## src/rtl/rr_mux_arbiter_4_pkg.sv

```systemverilog
// Shared definitions for the round-robin 4:1 mux arbiter.
// No logic, only types and constants.
// No flow control of its own.
package rr_mux_arbiter_4_pkg;

    // Number of requester lanes sharing the mux
    localparam int N_REQ = 4;

    // Arbiter FSM encoding
    typedef enum logic {
        IDLE = 1'b0,
        BUSY = 1'b1
    } state_t;

endpackage

```

## src/rtl/rr_mux_arbiter_4_pick.sv

```systemverilog
// First set request at or after a start index, wrapping modulo 4.
// Purely combinational, zero latency.
// No backpressure; found=0 means no request is set.
module rr_pick_4 (
    input  logic [3:0] req,
    input  logic [1:0] start,
    output logic       found,
    output logic [1:0] idx
);

    logic [1:0] cand;

    // Walk start, start+1, start+2, start+3 and keep the first hit
    always_comb begin
        found = 1'b0;
        idx   = start;
        cand  = start;
        for (int k = 0; k < 4; k++) begin
            cand = start + 2'(k);
            if (!found && req[cand]) begin
                found = 1'b1;
                idx   = cand;
            end
        end
    end

endmodule

```

## src/rtl/rr_mux_arbiter_4.sv

```systemverilog
// Round-robin arbiter owning a shared 4:1 data mux, bursts capped at MAX_HOLD.
// Latency: grant one clock after request; y follows sel combinationally.
// No backpressure: requesters hold req until served, consumers qualify y with y_valid.
module rr_mux_arbiter_4
    import rr_mux_arbiter_4_pkg::*;
#(
    parameter int WIDTH    = 8,
    parameter int MAX_HOLD = 4
) (
    input  logic                     clk,
    input  logic                     rst,
    input  logic [N_REQ-1:0]         req,
    input  logic [N_REQ*WIDTH-1:0]   in_data,
    output logic [N_REQ-1:0]         gnt,
    output logic [1:0]               sel,
    output logic [WIDTH-1:0]         y,
    output logic                     y_valid
);

    localparam int              HCW       = (MAX_HOLD > 1) ? $clog2(MAX_HOLD) : 1;
    localparam logic [HCW-1:0]  HOLD_LAST = HCW'(MAX_HOLD - 1);

    state_t           state, state_n;
    logic [1:0]       ptr, ptr_n;
    logic [HCW-1:0]   hold_cnt, hold_n;
    logic [N_REQ-1:0] gnt_n;
    logic [1:0]       sel_n;

    logic [1:0]       pick_start;
    logic             pick_found;
    logic [1:0]       pick_idx;
    logic [N_REQ-1:0] pick_onehot;
    logic             rel_now;

    // While busy the search always begins just past the owner, so a
    // released owner is considered last; when idle it begins at ptr.
    assign pick_start  = (state == BUSY) ? sel + 2'd1 : ptr;
    assign pick_onehot = N_REQ'(1) << pick_idx;
    assign rel_now     = !req[sel] || (hold_cnt == HOLD_LAST);

    rr_pick_4 u_pick (
        .req   (req),
        .start (pick_start),
        .found (pick_found),
        .idx   (pick_idx)
    );

    // State register, including the registered grant and mux select
    always_ff @(posedge clk) begin
        if (rst) begin
            state    <= IDLE;
            ptr      <= 2'd0;
            hold_cnt <= '0;
            gnt      <= '0;
            sel      <= 2'd0;
        end else begin
            state    <= state_n;
            ptr      <= ptr_n;
            hold_cnt <= hold_n;
            gnt      <= gnt_n;
            sel      <= sel_n;
        end
    end

    // Next-state: grant from idle, keep, or hand over without a bubble
    always_comb begin
        state_n = state;
        ptr_n   = ptr;
        hold_n  = hold_cnt;
        gnt_n   = gnt;
        sel_n   = sel;
        case (state)
            IDLE: begin
                hold_n = '0;
                if (pick_found) begin
                    state_n = BUSY;
                    gnt_n   = pick_onehot;
                    sel_n   = pick_idx;
                end else begin
                    gnt_n   = '0;
                    sel_n   = 2'd0;
                end
            end
            BUSY: begin
                if (rel_now) begin
                    ptr_n  = sel + 2'd1;
                    hold_n = '0;
                    if (pick_found) begin
                        gnt_n = pick_onehot;
                        sel_n = pick_idx;
                    end else begin
                        state_n = IDLE;
                        gnt_n   = '0;
                        sel_n   = 2'd0;
                    end
                end else begin
                    hold_n = hold_cnt + 1'b1;
                end
            end
            default: begin
                state_n = IDLE;
                gnt_n   = '0;
                sel_n   = 2'd0;
                hold_n  = '0;
            end
        endcase
    end

    // Outputs: shared mux driven by the registered select
    always_comb begin
        y       = in_data[sel*WIDTH +: WIDTH];
        y_valid = |gnt;
    end

endmodule

```

## config.mk

```make
export PLATFORM = sky130hd
export DESIGN_NAME = rr_mux_arbiter_4
export DESIGN_NICKNAME = d
export VERILOG_FILES = /design/src/rtl/rr_mux_arbiter_4_pkg.sv /design/src/rtl/rr_mux_arbiter_4_pick.sv /design/src/rtl/rr_mux_arbiter_4.sv
export SDC_FILE = /design/constraint.sdc
export NUM_CORES = 1
export LEC_CHECK = 0
export BUFFER_PORTS_ARGS = -buffer_cell sky130_fd_sc_hd__buf_2
export CELL_PAD_IN_SITES_DETAIL_PLACEMENT = 1
export CELL_PAD_IN_SITES_GLOBAL_PLACEMENT = 2
export CORE_MARGIN = 8
export CORE_UTILIZATION = 23
export CTS_CLUSTER_SIZE = 28
export DETAILED_ROUTE_END_ITERATION = 12
export PLACE_DENSITY = 0.78
export REMOVE_ABC_BUFFERS = 1
export SLEW_MARGIN = 20
export SYNTH_ARGS = -nofsm -noshare
export SYNTH_HDL_FRONTEND = slang
export SYNTH_SLANG_ARGS = --single-unit
export TNS_END_PERCENT = 100
```

## constraint.sdc

```tcl
create_clock -name clk -period 2.11 [get_ports clk]
set_input_delay 0.1055 -clock clk [delete_from_list [all_inputs] [get_ports clk]]
set_output_delay 0.1055 -clock clk [all_outputs]
set_load 0.1 [all_outputs]
```

==> impl_summary.txt <==
----------------------------------------------------
[Timing]
  Transition at the pin with the smallest max-transition slack ... 0.676 ns
  Final period utilization ... 0.935
  Highest clock frequency the design can meet ... 507 MHz
  Total Neg Setup Slack ... 0 ns
  Fin crit period ... 1.97 ns
  Slew Viols, Final ... 0
  Slew headroom ... 0.545
  Final setup violation count ... 0
  RSZ-0062 raised after global routing ... no
  Worst Clk Skew ... 0.00757 ns
  Final Hold Violating Endpoints ... 0

[Clock tree]
  Clk slew on worst S/H paths ... 0.05 ns
  Number of buffers created by CTS ... 3
  CTS root buffer ... sky130_fd_sc_hd__clkbuf_8
  CTS H-tree lvls ... 1
  Bufs on Longest Clock Path ... 2
  CTS sink cnt ... 11
  Quantity of gates resized following cts ... 0
  Clock latency on the worst-skew pair ... 0.24 ns
  Number of buffers inserted by hold repair at cts ... 0
  Buffers inserted by post-CTS timing repair ... 0
  CTS tree ... yes

[Synthesis]
  Primary FF master, synth ... sky130_fd_sc_hd__dfxtp_1
  Average size of a mapped cell ... 10.1 sq um
  Post-synthesis cell area ... 848 sq um
  Cells after synthesis ... 84
  Count of unique library cells instantiated by Yosys ... 41
  Flops & latches, synth ... 11
  Number of synthesized flops with an enable pin ... 0
  Proportion of synthesized chip area in sequential cells ... 0.260
  Synth warnings ... 0
  Proportion of synthesized flip-flops having asynchronous set or reset ... 0

[Pwr]
  Flop pwr share ... 0.231
  Power density of the placed cells ... 915 nW/um^2
  Worst vdd ir ... 260 uV
  Leak pwr ... 0.542 nW
  Total power consumption of the routed design ... 1.10 mW
  Switching share of power ... 0.523
  Internal power ... 524 uW
  Share of power burned in the clock network ... 0.191
  Power share of the combinational group ... 0.579
  Switching component of the power ... 573 uW

[Setup path]
  Kind of cell adding the most delay to the critical path ... buffers and inverters
  Element type at the critical path end ... output port
  Sort of element at the start of the critical path ... flop
  Category of the critical setup timing path ... flop to output port
  Stages on the worst setup path ... 3
  Total buffers and inverters traversed by the critical path ... 2
  Required @ worst endpoint ... 2.00 ns
  Data arrival, critical path ... 1.87 ns
  Launch point of the critical path ... sel[0]
  Register-to-Register Setup Slack ... 0.29 ns
  Cell breakdown of the critical path ... buf_4 -> mux4_2 -> buf_2
  Source of the worst register-to-register timing path ... sel[0]
  Highest fanout seen on the critical path ... 9
  Max stage delay on crit path ... 0.53 ns
  CP max-delay cell ... sky130_fd_sc_hd__mux4_2
  Depth of the worst register-to-register path ... 5

[Die]
  CORE AREA ... 3610 sq um
  Die width ... 76.7 microns
  Die Height ... 76.7 microns
  Number of top-level pins ... 53
  Site Rows ... 22
  Total Die Area ... 5890 sq um
  Starting density of the core ... 0.235

[GRT]
  Maximum number of pins on one net before global-route repair ... 12
  Leftover overflow at the end of global routing ... 0
  Vias in the first global route ... 1023
  Total routing usage reported by global routing ... 0.103
  Global-route wire length before repair ... 4980 microns
  Antenna violations before repair ... 0

[Run]
  Number of max-cap violations ... 0

[Layout]
  Proportion of layout cells with a drive suffix above 1 ... 0.522
  Area growth, synth to finish ... 41.4%
  Number of nets in the final layout ... 176
  Most frequent cells in the layout ... sky130_fd_sc_hd__buf_2 (52), sky130_fd_sc_hd__dfxtp_1 (11), sky130_fd_sc_hd__mux4_2 (8)
  Antenna Diode Count ... 0
  Design area ... 1200 sq um
  Most common cell after layout, fill and taps aside ... sky130_fd_sc_hd__buf_2

[Route]
  Pre-antenna DRT Iters ... 4
  Wirelength per Cell ... 16.1 microns
  Via count ... 910
  Wirelength, routed ... 2960 microns
  Number of nets still failing antenna checks after routing ... 0
  Post-detailed-route DRC marker count ... 0
  Initial drt markers ... 12
  Post-DR vias/cell ... 4.95

[Min path]
  Cell depth of the worst hold path ... 2
  Hold Crit Start ... rst
  Type of the worst min-delay path ... input pin to flop

[Placement]
  Number of buffer cells added on primary ports ... 52
  Dpl hpwl ... 2480 microns
  GP Congestion ... 0.864
  Placed Area ... 1150 sq um

[Status]
  Run status ... complete, no violations

----------------------------------------------------
-- power groups by stage --
| stage | clock, mW | sequential [mW] | combinational [mW] |
|---|---|---|---|
| 4_1_cts | 0.215 | 0.253 | 0.642 |
| 3_5_place_dp | 0 | 0.258 | 0.639 |
| 2_1_floorplan | 0 | 0.363 | 0.409 |
| 5_1_grt | 0.231 | 0.259 | 0.666 |
| 3_3_place_gp | 0 | 0.256 | 0.633 |
| 6_report | 0.209 | 0.253 | 0.635 |
-- flip-flops by register name (all words and copies together), names as in the netlist --
name / cells
gnt: 4
hold_cnt: 2
sel: 2
ptr: 2
state: 1
-- path summary, 6_finish.rpt --
kind                 endpoint
hold reg to reg   hold_cnt[0]
setup reg to reg       gnt[1]
setup / recovery         y[4]
hold / removal         ptr[1]
-- metrics by stage --
step                hold WS [ns]  utilization  setup slack (ns)  std cells
floorplan                  0.175            -            -0.550         78
global placement           0.423        0.320             0.366        180
detailed placement         0.433        0.320             0.306        180
CTS                        0.186        0.333             0.126        184
global route               0.189        0.333            0.0485        184
finish                     0.184        0.333             0.138        184
-- routing by layer --
metal / vias to the layer above / wire [microns] / track usage / share of wire
met5: - / 0 / 0 / 0
met4: 0 / 42 / 0.0519 / 0.014
met3: 4 / 312 / 0.0385 / 0.11
met2: 50 / 1390 / 0.179 / 0.47
met1: 426 / 1210 / 0.105 / 0.41
li1: 430 / - / - / -
-- cell type report --
class                   count  area [sq um]
clock buffers               4          45.0
fillers                   450          2410
inverters                   6          22.5
multi-input cells          61           577
flip-flops and latches     11           220
well taps                  48          60.1
repair buffers             54           275
-- logic make-up after synthesis --
group,Yosys count,share of synthesized area
multiplexers,13,0.279
XOR/XNOR,1,0.0103
buffers and inverters,12,0.0605
AO/OA/AOI/OAI,18,0.178
AND/OR/NAND/NOR,28,0.198
flip-flops,11,0.260
adder cells (fa/ha/maj),1,0.0147
-- synthesized netlist by cell type, types with 2 or more instances --
cell	number	area, sq um
sky130_fd_sc_hd__nand2b_1	3	18.8
sky130_fd_sc_hd__o21ai_0	2	10.0
sky130_fd_sc_hd__inv_1	6	22.5
sky130_fd_sc_hd__o211ai_1	2	15.0
sky130_fd_sc_hd__dfxtp_1	11	220
sky130_fd_sc_hd__buf_2	5	25.0
sky130_fd_sc_hd__a32o_1	2	20.0
sky130_fd_sc_hd__mux2i_1	3	30.0
sky130_fd_sc_hd__mux4_2	8	180
sky130_fd_sc_hd__nor2_1	5	18.8
sky130_fd_sc_hd__nor3_1	3	15.0
sky130_fd_sc_hd__nor2b_1	4	25.0
sky130_fd_sc_hd__o32ai_2	2	32.5
Power figures use the tool's default switching activity.
